--- src/rtl/bcd_share_arbiter_pkg.sv ---
// ---------------------------------------------------------------------------
// bcd_share_arbiter_pkg
// Shared definitions for the BCD share arbiter:
//   BIN_W / BCD_W : operand and result widths of the shared converter
//   MAX_REQ       : widest requester vector the pick function handles
//   state_t       : arbiter FSM states
//   rr_pick()     : round-robin one-hot grant from a request vector
// ---------------------------------------------------------------------------
package bcd_share_arbiter_pkg;

    localparam int BIN_W   = 6;
    localparam int BCD_W   = 8;
    localparam int MAX_REQ = 8;

    typedef enum logic {
        IDLE = 1'b0,
        CONV = 1'b1
    } state_t;

    // Searches upward from ptr, wrapping at n-1 -> 0, and returns a one-hot
    // vector for the first set request. Bits at or above n are never set.
    function automatic logic [MAX_REQ-1:0] rr_pick(
        input logic [MAX_REQ-1:0] req_vec,
        input logic [2:0]         ptr,
        input logic [3:0]         n
    );
        logic [MAX_REQ-1:0] g;
        logic               found;
        logic [3:0]         idx;
        g     = '0;
        found = 1'b0;
        for (int k = 0; k < MAX_REQ; k++) begin
            idx = {1'b0, ptr} + 4'(k);
            if (idx >= n) begin
                idx = idx - n;
            end
            if (!found && (4'(k) < n) && req_vec[idx[2:0]]) begin
                g[idx[2:0]] = 1'b1;
                found       = 1'b1;
            end
        end
        return g;
    endfunction

endpackage

--- src/rtl/bcd_share_arbiter_conv.sv ---
// ---------------------------------------------------------------------------
// bcd_share_arbiter_conv
// Combinational 6-bit binary to two-digit BCD converter.
// Ports:
//   i_bin : binary operand, 0..63
//   o_bcd : {tens, ones}, each nibble 0..9
// ---------------------------------------------------------------------------
module bcd_share_arbiter_conv
    import bcd_share_arbiter_pkg::*;
(
    input  logic [BIN_W-1:0] i_bin,
    output logic [BCD_W-1:0] o_bcd
);

    logic [3:0] w_tens;
    logic [3:0] w_ones;

    // Operand never exceeds 63, so tens fits in one digit.
    always_comb begin
        w_tens = 4'(i_bin / 6'd10);
        w_ones = 4'(i_bin % 6'd10);
        o_bcd  = {w_tens, w_ones};
    end

endmodule

--- src/rtl/bcd_share_arbiter.sv ---
// ---------------------------------------------------------------------------
// bcd_share_arbiter
// Round-robin sharing of one binary-to-BCD converter between NUM_REQ
// requesters, with a registered per-channel BCD result.
// Ports:
//   clk       : system clock, rising edge
//   rst_n     : asynchronous active-low reset
//   req       : per-channel request, held until granted
//   bin_in    : per-channel 6-bit operand, channel i at [6i+5:6i]
//   gnt       : one-hot combinational grant; operand sampled at cycle end
//   bcd_out   : per-channel registered result, channel i at [8i+7:8i]
//   bcd_valid : one-cycle pulse when bcd_out[i] has just been updated
//   busy      : high while a conversion is in flight (CONV state)
// ---------------------------------------------------------------------------
module bcd_share_arbiter
    import bcd_share_arbiter_pkg::*;
#(
    parameter int NUM_REQ = 4
)(
    input  logic                       clk,
    input  logic                       rst_n,
    input  logic [NUM_REQ-1:0]         req,
    input  logic [NUM_REQ*BIN_W-1:0]   bin_in,
    output logic [NUM_REQ-1:0]         gnt,
    output logic [NUM_REQ*BCD_W-1:0]   bcd_out,
    output logic [NUM_REQ-1:0]         bcd_valid,
    output logic                       busy
);

    state_t             r_state;
    state_t             w_state_next;
    logic [2:0]         r_rr_ptr;
    logic [BIN_W-1:0]   r_op_reg;
    logic [2:0]         r_op_ch;

    logic [MAX_REQ-1:0] w_req_ext;
    logic [MAX_REQ-1:0] w_pick;
    logic [2:0]         w_win;
    logic               w_any;
    logic [BIN_W-1:0]   w_sel_bin;
    logic [BCD_W-1:0]   w_conv;
    logic               w_write;

    logic [BCD_W-1:0]   r_bcd   [NUM_REQ];
    logic               r_valid [NUM_REQ];

    // Arbiter: active in both states so back-to-back grants keep the
    // converter busy every cycle.
    always_comb begin
        w_req_ext                = '0;
        w_req_ext[NUM_REQ-1:0]   = req;
        w_pick                   = rr_pick(w_req_ext, r_rr_ptr, 4'(NUM_REQ));
        w_win                    = '0;
        for (int k = 0; k < MAX_REQ; k++) begin
            if (w_pick[k]) begin
                w_win = 3'(k);
            end
        end
        w_any     = |w_pick;
        w_sel_bin = '0;
        for (int k = 0; k < NUM_REQ; k++) begin
            if (w_win == 3'(k)) begin
                w_sel_bin = bin_in[k*BIN_W +: BIN_W];
            end
        end
    end

    // Grant is forced low during reset since it is combinational.
    assign gnt = rst_n ? w_pick[NUM_REQ-1:0] : '0;

    // FSM next-state.
    always_comb begin
        w_state_next = r_state;
        case (r_state)
            IDLE:    w_state_next = w_any ? CONV : IDLE;
            CONV:    w_state_next = w_any ? CONV : IDLE;
            default: w_state_next = IDLE;
        endcase
    end

    always_ff @(posedge clk or negedge rst_n) begin
        if (!rst_n) begin
            r_state  <= IDLE;
            r_rr_ptr <= '0;
            r_op_reg <= '0;
            r_op_ch  <= '0;
        end else begin
            r_state <= w_state_next;
            if (w_any) begin
                r_rr_ptr <= (w_win == 3'(NUM_REQ-1)) ? 3'd0 : w_win + 3'd1;
                r_op_reg <= w_sel_bin;
                r_op_ch  <= w_win;
            end
        end
    end

    assign busy    = (r_state == CONV);
    assign w_write = (r_state == CONV);

    bcd_share_arbiter_conv u_conv (
        .i_bin (r_op_reg),
        .o_bcd (w_conv)
    );

    // Per-channel result registers; the valid pulse lasts exactly the cycle
    // after the write because every non-target channel clears each edge.
    for (genvar gi = 0; gi < NUM_REQ; gi++) begin : g_ch
        always_ff @(posedge clk or negedge rst_n) begin
            if (!rst_n) begin
                r_bcd[gi]   <= '0;
                r_valid[gi] <= 1'b0;
            end else begin
                r_valid[gi] <= w_write && (r_op_ch == 3'(gi));
                if (w_write && (r_op_ch == 3'(gi))) begin
                    r_bcd[gi] <= w_conv;
                end
            end
        end
        assign bcd_out[gi*BCD_W +: BCD_W] = r_bcd[gi];
        assign bcd_valid[gi]              = r_valid[gi];
    end

endmodule

--- config.mk ---
export PLATFORM = sky130hd
export DESIGN_NAME = bcd_share_arbiter
export DESIGN_NICKNAME = d
export VERILOG_FILES = /design/src/rtl/bcd_share_arbiter_pkg.sv /design/src/rtl/bcd_share_arbiter_conv.sv /design/src/rtl/bcd_share_arbiter.sv
export SDC_FILE = /design/constraint.sdc
export NUM_CORES = 1
export LEC_CHECK = 0
export CORE_MARGIN = 2
export CORE_UTILIZATION = 35
export DETAILED_ROUTE_END_ITERATION = 8
export SETUP_SLACK_MARGIN = 0.5
export SLEW_MARGIN = 15
export SYNTH_ARGS = -nofsm -noshare
export SYNTH_HDL_FRONTEND = slang
export SYNTH_HIERARCHICAL = 1
export SYNTH_SLANG_ARGS = --single-unit
export TNS_END_PERCENT = 100
--- constraint.sdc ---
create_clock -name clk -period 11.5 [get_ports clk]
set_input_delay 2.3 -clock clk [delete_from_list [all_inputs] [get_ports clk]]
set_output_delay 2.3 -clock clk [all_outputs]
set_load 0.02 [all_outputs]
; After elaboration in Yosys (flattened, before gate mapping)
; Cells that the tools add are included.
[op_classes]
n_lt_le_gt_ge = 12
addsub = 8
reduce_logical = 17
mux = 41
bitwise_logic = 3
div = 2
eq_ne = 6
[ops]
columns = cell, count
row1 = 3-bit two-way mux, 11
row2 = 8-bit two-way mux, 4
row3 = 6-bit two-way mux, 4
row4 = 8-bit bitwise OR, 3
row5 = 3-bit by 4-bit < comparator with 1-bit output (second input constant), 4
row6 = 1-bit two-way mux, 13
row7 = 1-bit binary-select mux with 3-bit select, 4
row8 = 1-bit demux with 3-bit select, 4
row9 = 3-bit by 2-bit equality test with 1-bit output (second input constant), 4
row10 = 3-bit by 1-bit >= comparator with 1-bit output (second input constant), 4
row11 = 4-bit by 3-bit >= comparator with 1-bit output (second input constant), 3
row12 = 3-bit subtractor (second input constant), 4
row13 = 1-bit logical AND, 11
row14 = 3-bit by 2-bit adder with 4-bit output (second input constant), 2
row15 = 8-bit OR reduction, 1
row16 = 6-bit by 4-bit divider with 6-bit output (second input constant), 1
row17 = 3-bit by 1-bit equality test with 1-bit output (second input constant), 2
row18 = 3-bit logical NOT, 2
row19 = 6-bit by 4-bit modulo with 6-bit output (second input constant), 1
row20 = 3-bit by 1-bit adder with 4-bit output (second input constant), 1
row21 = 4-bit two-way mux, 1
row22 = 3-bit by 1-bit adder with 3-bit output (second input constant), 1
row23 = 3-bit >= comparator (second input constant), 1
row24 = 1-bit logical NOT, 3
[totals]
ff_bits = 49
output_inout_bits = 41
input_bits = 30
wordCells = 101

; Logic depth before layout (Yosys ltp)
; Gate-level depths: netlist of run 1.
[logic_depth]
word_depth = 26
ltp_mapped = 17
ltp_nobuf = 15

; Cells and area by module
; Netlist of run 1, hierarchy kept.
[modules_own_cells]
columns = mod, instances, area_each_um2, seq_area_each_um2, cells_each
row1 = bcd_share_arbiter, 1, 2526.2, 1226.2, 228
row2 = bcd_share_arbiter_conv, 1, 346.6, 0.0, 53

; Worst setup path before layout of run 1
; No wires, ideal clock.
[synth_path]
kind = input to output
from = input port req[2]
to = output port gnt[1]
n_path_buf = 1
t_arrival_ns = 4.084
cell_stages = 7
slack_ns = 5.116
required_ns = 9.200
cell_sequence = buf_2 mux4_2 and2_4 a2111o_1 nor2_1 a21boi_0 nor2b_1
[synth_between]
elab_chain_cells = 13
word_cells_on_any_way = 25
cone_classes = mux (16) / bitwise (3) / reduce/logical (6)
[synth_rtl]
columns = element, line_no
row1 = "start, declared", bcd_share_arbiter.sv:22  ; input logic [NUM_REQ-1:0] req,
row2 = 1-bit binary-select mux with 3-bit select, bcd_share_arbiter_pkg.sv:37  ; if (!found && (4'(k) < n) && req_vec[idx[2:0]]) begin
row3 = 1-bit two-way mux (implied by the code), bcd_share_arbiter_pkg.sv:37
row4 = 1-bit two-way mux, bcd_share_arbiter_pkg.sv:37
row5 = 1-bit logical NOT, bcd_share_arbiter_pkg.sv:37
row6 = 1-bit logical AND, bcd_share_arbiter_pkg.sv:37
row7 = 1-bit two-way mux, bcd_share_arbiter_pkg.sv:37
row8 = 1-bit logical NOT, bcd_share_arbiter_pkg.sv:37
row9 = 1-bit logical AND, bcd_share_arbiter_pkg.sv:37
row10 = 1-bit two-way mux, bcd_share_arbiter_pkg.sv:37
row11 = 1-bit logical NOT, bcd_share_arbiter_pkg.sv:37
row12 = 1-bit logical AND, bcd_share_arbiter_pkg.sv:37
row13 = 8-bit two-way mux (*), bcd_share_arbiter_pkg.sv:37
row14 = 4-bit two-way mux (*), bcd_share_arbiter.sv:69  ; assign gnt = rst_n ? w_pick[NUM_REQ-1:0] : '0;
row15 = "end, declared", bcd_share_arbiter.sv:24  ; output logic [NUM_REQ-1:0] gnt,
; Mark *: on every way between the ends. The rest lies on a longest branch, timed or not. The select of a mux whose other input is x is not followed.

; Final worst setup path of run 1
; Ends and elaborated chain as after synthesis.

==> impl_metrics.py, run 1 <==
metrics = {
    "clock_tree": {
        "postCtsResizedCells": 0,
        "deepest_clock_path_buffer_count": 2,
        "cts_max_level": 2,
        "holdBufCountCts": 0,
        "worst_setup_hold_path_clk_slew_ps": 90,
        "clock-root-buffer": "sky130_fd_sc_hd__clkbuf_8",
        "cts_tree": "yes",
        "clock_sink_count": 49,
        "cts-buffers-inserted": 5,
        "post_cts_setup_buffer_count": 0,
        "clkLatencyLatePin_ps": 300,
    },
    "yosys": {
        "synth.net_count": 319,
        "synth_top_area_share": 0.427,
        "synth_ff_type": "sky130_fd_sc_hd__dfrtp_1",
        "async_reset_ff_frac": 1.00,
        "synth_commonest_cells": "sky130_fd_sc_hd__dfrtp_1, sky130_fd_sc_hd__nand2_1, sky130_fd_sc_hd__mux2_2",
        "synth_simple_gate_area_frac": 0.166,
        "yosys.cell_count.top_type": "sky130_fd_sc_hd__dfrtp_1",
        "synth_cell_type_count": 57,
        "synth.top_cells.by_area": "sky130_fd_sc_hd__dfrtp_1, sky130_fd_sc_hd__mux2_2, sky130_fd_sc_hd__nand2_1, sky130_fd_sc_hd__ha_1, sky130_fd_sc_hd__o21ai_0",
        "synth_compound_area_frac": 0.147,
        "synth.area.mux_share": 0.167,
        "yosysTopAreaCell": "sky130_fd_sc_hd__dfrtp_1",
        "avgSynthCellArea_um2": 10.2,
        "dominant_combinational_cell_family_by_area_after_synthesis": "multiplexers",
        "synth-seq-area-share": 0.427,
        "synth_edf_count": 0,
        "synth_adder_area_share": 0.0348,
        "total_standard_cell_area_after_synthesis_um2": 2870,
        "yosysWarningCount": 6,
        "post_synth_inst_count": 281,
        "synthXorXnorAreaFrac": 0.00915,
        "yosys_register_bits": 49,
    },
    "critical_path": {
        "critPathKind": "primary input to output pin",
        "timing.critical_path.to_type": "output pin",
        "r2r_slack_ps": 6820,
        "required_ps": 9200,
        "reg2reg_depth": 13,
        "worst-path-max-fanout": 10,
        "timing.critical_path.from_type": "primary input",
        "r2r-start": "r_rr_ptr[0]",
        "arrival_ps": 5110,
        "critical_path.reg2reg.endpoint": "r_op_reg[1]",
    },
    "job": {
        "cap_violations": 0,
    },
    "final_layout": {
        "largest_reg_flops": 32,
        "area_growth_syn_to_layout_pct": 29.9,
        "multi_input_gate_area_um2": 1520,
        "antennaDiodeCount": 0,
        "utilization": 0.461,
        "finish.instance_area_um2": 3730,
        "regArea_um2": 1230,
        "drive_gt1_frac": 0.170,
        "fillerInstances": 797,
        "nNetsFinal": 385,
    },
    "timing": {
        "slew_headroom": 0.553,
        "layout_worst_path_cycle_share": 0.644,
        "fin_crit_ps": 7410,
        "achievable-frequency_mhz": 135,
        "rsz0062_at_grt": "no",
        "transition_time_of_the_tightest_slew_check_pin_ps": 670,
        "hold_viol": 0,
        "layout_setup_ws_ps": 4090,
        "timing.setup.tns_ps": 0,
        "final-setup-viol-count": 0,
        "report.final.slew_viol_count": 0,
        "clock_skew_ps": 4.65,
    },
    "worst_hold_path": {
        "min-delay-start": "bcd_out[31]",
        "timing.hold.worst_path_depth": 2,
        "min-delay-path-class": "register to register",
        "hold_path_end": "bcd_out[31]",
    },
    "floorplanning": {
        "die_x_um": 94.6,
        "design.portCount": 71,
        "die_height_um": 94.6,
        "rows": 33,
        "start_util": 0.355,
        "core_area_um2": 8090,
        "die_area_um2": 8950,
    },
    "grt": {
        "grt_start_max_net_pins": 54,
        "grt_first_pass_wirelength_um": 11400,
        "gr-usage-met2": 0.289,
        "grt_pass1_vias": 2309,
        "grt_util_met1": 0.209,
        "globalRouteTotalUtil": 0.162,
        "grt-busiest-layer": "met2",
        "met3_usage": 0.0200,
        "number_of_antenna_violations_at_the_first_check_in_global_routing": 0,
        "global_route.overflow_total": 0,
    },
    "route": {
        "postRouteWirelength_um": 6920,
        "vias": 2371,
        "route.antenna.remaining_nets": 0,
        "detailedRoute.firstIterationViolations": 81,
        "drt-pass1-iter-count": 4,
        "drt-vias-per-instance": 5.23,
        "drt-wirelength-per-cell_um": 15.3,
        "drc_errors": 0,
    },
    "placement": {
        "place_hpwl_um": 5090,
        "post-place-ws_ps": 4120,
        "post_dp_cell_area_um2": 3640,
        "port_buffers": 70,
        "finalWeightedCongestion": 0.825,
    },
    "power": {
        "powerDensity_nw_per_um2": 332,
        "static_leakage_uw": 0.00160,
        "peakVddDrop_mv": 0.159,
    },
    "run_status": {
        "outcome": "complete, no violations",
    },
}
## worst max-delay path by stage
stage / from / cells past startpoint / slack, ps / end
2_1_floorplan: req[2] / 7 / 5120 / gnt[1]
3_3_place_gp: req[2] / 8 / 4090 / gnt[1]
3_5_place_dp: req[2] / 8 / 4120 / gnt[1]
4_1_cts: req[2] / 8 / 4110 / gnt[1]
5_1_grt: req[2] / 8 / 3940 / gnt[1]
6_report: req[2] / 8 / 4090 / gnt[1]
## where the power goes
group          switching, uW  total [uW]  leakage, uW  internal, uW
Sequential              73.1         325     0.000620           252
Clock                   57.4         100    0.0000374          42.9
Combinational            425         815     0.000943           389
Total                    556        1240      0.00160           684
## critical path: stages
cell and delay, ps:
sky130_fd_sc_hd__clkdlybuf4s50_1 580, sky130_fd_sc_hd__mux4_2 590, sky130_fd_sc_hd__and2_4 180, sky130_fd_sc_hd__a2111o_1 440
sky130_fd_sc_hd__nor2_1 150, sky130_fd_sc_hd__a21boi_0 130, sky130_fd_sc_hd__nor2b_1 140, sky130_fd_sc_hd__clkdlybuf4s50_1 610
## through the flow
stage / hold WS, ps / std cells / total power (uW)
floorplan: 482 / 281 / 887
global placement: 461 / 445 / 1140
detailed placement: 469 / 445 / 1150
CTS: 495 / 453 / 1250
global route: 511 / 453 / 1350
finish: 491 / 453 / 1240
## cell families (layout without fill, tap and decap cells)
kind of cell | after synthesis | in the layout
buffers and inverters | 26 | 93
adder cells (fa/ha/maj) | 8 | 8
XOR/XNOR | 3 | 3
multiplexers | 41 | 41
AND/OR/NAND/NOR | 94 | 94
flip-flops | 49 | 49
other | 1 | 1
AO/OA/AOI/OAI | 59 | 59
## metal layers
metal,routed length (um),vias up
met5,0,-
met4,82,0
met3,199,6
met2,3510,67
met1,3120,1167
li1,-,1131
## cell type report
class,count,share of cell area
clock buffers,6,0.0194
clock inverters,2,0.00402
inverters,11,0.0111
multi-input cells,206,0.407
flip-flops and latches,49,0.329
well taps,105,0.0352
repair buffers,74,0.194
## placed cells by master, fill, tap and decap left out, drive strengths merged, types with 2 or more instances in the layout
master | synthesis | routed
o31ai | 3 | 3
ha | 8 | 8
o211a | 2 | 2
nand2 | 40 | 40
a21oi | 9 | 9
nand4 | 2 | 2
a41oi | 2 | 2
dfrtp | 49 | 49
a311o | 2 | 2
a32oi | 2 | 2
clkbuf | 6 | 6
or2b | 2 | 2
a21o | 3 | 3
nand3 | 6 | 6
inv | 10 | 10
o21ai | 14 | 14
mux2 | 35 | 35
nor2b | 2 | 2
o211ai | 2 | 2
and2 | 3 | 3
o21a | 3 | 3
nand2b | 6 | 6
a22oi | 6 | 6
nand3b | 2 | 2
mux2i | 4 | 4
mux4 | 2 | 2
nor3 | 3 | 3
clkinvlp | 0 | 2
and2b | 2 | 2
o22ai | 3 | 3
nor2 | 18 | 18
buf | 9 | 5
xnor2 | 2 | 2
nor4bb | 2 | 2
clkdlybuf4s50 | 0 | 69
(Power assumes the default switching activity.)
==> inputs of run 2 (changes only) <==
==> constraint.sdc (replaced) <==
create_clock -name clk -period 6.7 [get_ports clk]
set_input_delay 1.34 -clock clk [delete_from_list [all_inputs] [get_ports clk]]
set_output_delay 1.34 -clock clk [all_outputs]
set_load 0.02 [all_outputs]
==> run 2 against run 1 <==
Net effect:
- count of clock-buffer cells in the layout unchanged
- critical path type unchanged
- critical endpoint unchanged
- global-route usage is 0.059 points higher
- design area unchanged
- flip-flop and latch count unchanged
- worst hold slack worse by 6.0 ps
- power grew 72%
- routed wire length decreased by 0.58%
==> impl_metrics.py, run 2 (synthesis gave the netlist of run 1 again) <==
metrics = {
    "route": {
        "drt-wirelength-per-cell_um": 15.2,
        "drt-vias-per-instance": 5.19,
        "postRouteWirelength_um": 6880,
        "route.antenna.remaining_nets": 0,
        "drc_errors": 0,
        "detailedRoute.firstIterationViolations": 76,
        "vias": 2350,
        "drt-pass1-iter-count": 4,
    },
    "floorplanning": {
        "start_util": 0.355,
        "design.portCount": 71,
        "core_area_um2": 8090,
        "die_x_um": 94.6,
        "rows": 33,
        "die_height_um": 94.6,
        "die_area_um2": 8950,
    },
    "clock_tree": {
        "cts_max_level": 2,
        "holdBufCountCts": 0,
        "cts_tree": "yes",
        "cts-buffers-inserted": 5,
        "worst_setup_hold_path_clk_slew_ps": 90,
        "deepest_clock_path_buffer_count": 2,
        "postCtsResizedCells": 0,
        "post_cts_setup_buffer_count": 0,
        "clock-root-buffer": "sky130_fd_sc_hd__clkbuf_8",
        "clkLatencyLatePin_ps": 300,
        "clock_sink_count": 49,
    },
    "grt": {
        "grt_pass1_vias": 2283,
        "grt_first_pass_wirelength_um": 11300,
        "number_of_antenna_violations_at_the_first_check_in_global_routing": 0,
        "global_route.overflow_total": 0,
        "grt_start_max_net_pins": 54,
        "globalRouteTotalUtil": 0.162,
    },
    "power": {
        "netSwitchingPower_uw": 952,
        "powerDensity_nw_per_um2": 570,
        "static_leakage_uw": 0.00160,
        "power_frac_clock": 0.082,
        "seq_power_share": 0.261,
        "peakVddDrop_mv": 0.322,
        "switching_share": 0.448,
        "internal_power_uw": 1170,
        "comb_power_share": 0.657,
    },
    "timing": {
        "clock_skew_ps": 6.91,
        "layout_worst_path_cycle_share": 0.818,
        "final-setup-viol-count": 0,
        "transition_time_of_the_tightest_slew_check_pin_ps": 655,
        "rsz0062_at_grt": "no",
        "achievable-frequency_mhz": 182,
        "hold_viol": 0,
        "fin_crit_ps": 5480,
        "slew_headroom": 0.564,
        "timing.setup.tns_ps": 0,
        "report.final.slew_viol_count": 0,
        "holdWs_ps": 485,
    },
    "placement": {
        "finalWeightedCongestion": 0.835,
        "place_hpwl_um": 5130,
        "post_dp_cell_area_um2": 3640,
        "port_buffers": 70,
    },
    "final_layout": {
        "finish.instance_area_um2": 3730,
        "nNetsFinal": 385,
        "most_common_cell_after_layout_fill_and_taps_aside": "sky130_fd_sc_hd__clkdlybuf4s50_1",
        "antennaDiodeCount": 0,
        "multi_input_gate_area_um2": 1520,
        "largest_reg_flops": 32,
        "regArea_um2": 1230,
        "most_used_cells_in_the_layout_excluding_fill_and_tap_cells": "sky130_fd_sc_hd__clkdlybuf4s50_1, sky130_fd_sc_hd__dfrtp_1, sky130_fd_sc_hd__nand2_1, sky130_fd_sc_hd__mux2_2, sky130_fd_sc_hd__nor2_1",
        "fillerInstances": 808,
        "drive_gt1_frac": 0.170,
        "area_growth_syn_to_layout_pct": 29.9,
    },
    "worst_hold_path": {
        "min-delay-path-class": "register to register",
    },
    "critical_path": {
        "timing.critical_path.from_type": "primary input",
        "master_of_the_slowest_instance_on_the_critical_path": "sky130_fd_sc_hd__clkdlybuf4s50_1",
        "cp_peak_stage_delay_ps": 610,
        "timing.critical_path.to_type": "output pin",
        "arrival_ps": 4140,
        "required_ps": 5360,
        "path_cells": "clkdlybuf4s50_1 -> mux4_2 -> and2_4 -> a2111o_1 -> nor2_1 -> a21boi_0 -> nor2b_1 -> clkdlybuf4s50_1",
        "crit_path_frequent_cell": "sky130_fd_sc_hd__clkdlybuf4s50_1",
        "worst-path-max-fanout": 10,
        "critPathKind": "primary input to output pin",
    },
    "run_status": {
        "outcome": "complete, no violations",
    },
    "job": {
        "cap_violations": 0,
    },
}
==> run 2: cell counts in the layout (fill, tap and decap cells not counted) <==
Identical to the previous run, type by type.
==> run 2: area by class of cell <==
cell class	count	share of cell area
clock buffer	6	0.0194
clock inverter	2	0.00402
inverter	11	0.0111
multi-input combinational	206	0.407
sequential	49	0.329
tap	105	0.0352
timing repair buffer	74	0.194
==> run 2: power by group through the flow <==
stage,clock [uW],combinational [uW],sequential (uW)
after floorplan,0,890,632
after global placement,0,1400,562
after detailed placement,0,1400,564
after CTS,179,1410,559
after global routing,189,1540,581
final,174,1400,556
==> run 2: per-layer routing <==
metal | routed length (um) | global-route usage | part of all wire | vias up
met4 | 60 | 0.0326 | 0.0087 | 0
met2 | 3560 | 0.289 | 0.52 | 47
met5 | 0 | 0 | 0 | -
met1 | 3040 | 0.208 | 0.44 | 1154
met3 | 219 | 0.0271 | 0.032 | 6
li1 | - | - | - | 1143
==> run 2: worst max-delay path, delay by kind of cell <==
| kind | cells | cell delay [ps] |
|---|---|---|
| mux | 1 | 590 |
| buf+inv | 2 | 1170 |
| compound gates | 2 | 580 |
| simple gates | 3 | 470 |
==> run 2: path summary, 6_finish.rpt <==
check                      slack [ps]         from           to  depth (start not counted)
max                              1220       req[2]       gnt[1]                          8
min                               480  bcd_out[26]  bcd_out[26]                          2
max reg2reg                      2050  r_rr_ptr[0]  r_op_reg[5]                         13
min reg2reg                       480  bcd_out[26]  bcd_out[26]                          2
max in group asynchronous        5120        rst_n   bcd_out[2]                          2
min in group asynchronous        1140        rst_n  r_op_reg[2]                          2
==> run 2: stage by stage <==
step | utilization | power [uW] | instances | setup slack [ps]
floorplan | - | 1520 | 281 | 2240
global placement | 0.450 | 1970 | 445 | 1230
detailed placement | 0.450 | 1970 | 445 | 1250
CTS | 0.461 | 2150 | 453 | 1230
global route | 0.461 | 2310 | 453 | 1130
finish | 0.461 | 2130 | 453 | 1220
==> inputs of run 3 (changes only) <==
==> constraint.sdc (replaced) <==
create_clock -name clk -period 5.6 [get_ports clk]
set_input_delay 1.12 -clock clk [delete_from_list [all_inputs] [get_ports clk]]
set_output_delay 1.12 -clock clk [all_outputs]
set_load 0.02 [all_outputs]
==> run 3 against run 2 <==
Net effect:
- count of clock-buffer cells in the layout did not move
- design area rose by 1.5%
- sequential power rose by 17%
- worst hold slack improved by 6.8 ps
- clock skew fell by 2.6 ps
- clock power rose by 51%
- register-to-register slack got worse by 760 ps
- die area did not move
- core utilization rose by 0.68 points
- flip-flop and latch count did not move
- non-clock buffer count rose by 3
- combinational power rose by 22%
- largest cell class unchanged
==> impl_metrics.py, run 3 (synthesis gave the netlist of run 1 again) <==
metrics = {
    "timing": {
        "layout_worst_path_cycle_share": 0.887,
        "final-setup-viol-count": 0,
        "fin_crit_ps": 4970,
        "timing.setup.tns_ps": 0,
        "report.final.slew_viol_count": 0,
        "hold_viol": 0,
        "transition_time_of_the_tightest_slew_check_pin_ps": 613,
        "rsz0062_at_grt": "no",
        "slew_headroom": 0.591,
        "achievable-frequency_mhz": 201,
        "clock_skew_ps": 4.31,
    },
    "placement": {
        "placed_cells_incl_taps": 448,
        "post_dp_cell_area_um2": 3670,
        "finalWeightedCongestion": 0.852,
        "port_buffers": 70,
        "place_hpwl_um": 5200,
    },
    "power": {
        "powerDensity_nw_per_um2": 694,
        "total_power_uw": 2630,
        "static_leakage_uw": 0.00163,
        "peakVddDrop_mv": 0.366,
    },
    "final_layout": {
        "fillerInstances": 811,
        "nNetsFinal": 388,
        "finish.instance_area_um2": 3790,
        "area_growth_syn_to_layout_pct": 31.8,
        "largest_reg_flops": 32,
        "multi_input_gate_area_um2": 1520,
        "drive_gt1_frac": 0.179,
        "most_common_cell_after_layout_fill_and_taps_aside": "sky130_fd_sc_hd__clkdlybuf4s50_1",
        "utilization": 0.468,
        "layoutNonFillerInstCount": 456,
        "regArea_um2": 1230,
        "antennaDiodeCount": 0,
        "most_used_cells_in_the_layout_excluding_fill_and_tap_cells": "sky130_fd_sc_hd__clkdlybuf4s50_1, sky130_fd_sc_hd__dfrtp_1, sky130_fd_sc_hd__nand2_1, sky130_fd_sc_hd__mux2_2, sky130_fd_sc_hd__nor2_1",
    },
    "clock_tree": {
        "postCtsResizedCells": 0,
        "post_cts_setup_buffer_count": 0,
        "clock_sink_count": 49,
        "cts-buffers-inserted": 5,
        "cts_max_level": 2,
        "worst_setup_hold_path_clk_slew_ps": 90,
        "deepest_clock_path_buffer_count": 2,
        "holdBufCountCts": 0,
        "clock-root-buffer": "sky130_fd_sc_hd__clkbuf_8",
        "cts_tree": "yes",
        "clkLatencyLatePin_ps": 300,
    },
    "critical_path": {
        "crit_path_frequent_cell": "sky130_fd_sc_hd__clkdlybuf4s50_1",
        "required_ps": 4480,
        "cp_peak_stage_delay_ps": 610,
        "timing.critical_path.to_type": "output pin",
        "path_cells": "clkdlybuf4s50_1 -> mux4_2 -> and2_4 -> a2111o_1 -> nor2_1 -> a21boi_0 -> nor2b_1 -> clkdlybuf4s50_1",
        "worst-path-max-fanout": 8,
        "timing.critical_path.from_type": "primary input",
        "worst-path-buf-inv": 2,
        "arrival_ps": 3850,
        "cell_family_with_the_largest_share_of_critical_path_delay": "buffers and inverters",
        "critPathKind": "primary input to output pin",
        "master_of_the_slowest_instance_on_the_critical_path": "sky130_fd_sc_hd__clkdlybuf4s50_1",
    },
    "floorplanning": {
        "die_height_um": 94.6,
        "die_x_um": 94.6,
        "core_area_um2": 8090,
        "design.portCount": 71,
        "die_area_um2": 8950,
        "rows": 33,
        "start_util": 0.355,
    },
    "route": {
        "drt-vias-per-instance": 5.17,
        "drt-wirelength-per-cell_um": 15.3,
        "detailedRoute.firstIterationViolations": 70,
        "drt-pass1-iter-count": 4,
        "vias": 2357,
        "route.antenna.remaining_nets": 0,
        "drc_errors": 0,
        "postRouteWirelength_um": 7000,
    },
    "run_status": {
        "outcome": "complete, no violations",
    },
    "grt": {
        "global_route.overflow_total": 0,
        "grt_start_max_net_pins": 50,
        "globalRouteTotalUtil": 0.161,
        "grt_pass1_vias": 2293,
        "number_of_antenna_violations_at_the_first_check_in_global_routing": 0,
        "grt_first_pass_wirelength_um": 11300,
    },
    "job": {
        "cap_violations": 0,
    },
    "worst_hold_path": {
        "min-delay-path-class": "register to register",
    },
}
-- run 3: changes by cell type in the layout (fill, tap and decap cells not counted), sizes merged --
cell	change
buf	+3
bufinv	+1
clkinvlp	-1
-- run 3: where the power goes --
| group | internal [uW] | switching, uW |
|---|---|---|
| Combinational | 814 | 900 |
| Clock | 145 | 118 |
| Sequential | 518 | 133 |
| Total | 1480 | 1150 |
-- run 3: final timing paths --
check	from	endpoint	slack, ps	cells after the start
worst min register to register	bcd_out[26]	bcd_out[26]	490	2
worst max register to register	r_rr_ptr[1]	r_op_reg[5]	1290	14
worst min-delay path	bcd_out[26]	bcd_out[26]	490	2
worst max-delay path	req[0]	gnt[1]	630	8
max in group asynchronous	rst_n	r_op_reg[5]	4160	2
min in group asynchronous	rst_n	r_op_reg[2]	1020	2
-- run 3: area by class of cell --
class	instances	area share
Tap cell	105	0.0347
Multi-Input combinational cell	206	0.401
Timing Repair Buffer	77	0.198
Clock inverter	2	0.00991
Clock buffer	6	0.0218
Inverter	11	0.0109
Sequential cell	49	0.324
-- run 3: metrics by stage --
stage	worst slack, ps	hold WS, ps
2_1_floorplan	1580	482
3_3_place_gp	665	462
3_5_place_dp	662	472
4_1_cts	646	494
5_1_grt	514	515
6_report	633	492
-- run 3: metal layers --
metal | wire (um) | global-route usage | share of wire
met1 | 3100 | 0.209 | 0.44
met2 | 3560 | 0.287 | 0.51
met3 | 281 | 0.0255 | 0.040
met4 | 55 | 0.0326 | 0.0079
met5 | 0 | 0 | 0
-- run 3: worst min-delay path, stage by stage (launching register included) --
cell and delay [ps]:
sky130_fd_sc_hd__dfrtp_1 350, sky130_fd_sc_hd__nand2_1 50, sky130_fd_sc_hd__nand2_1 60
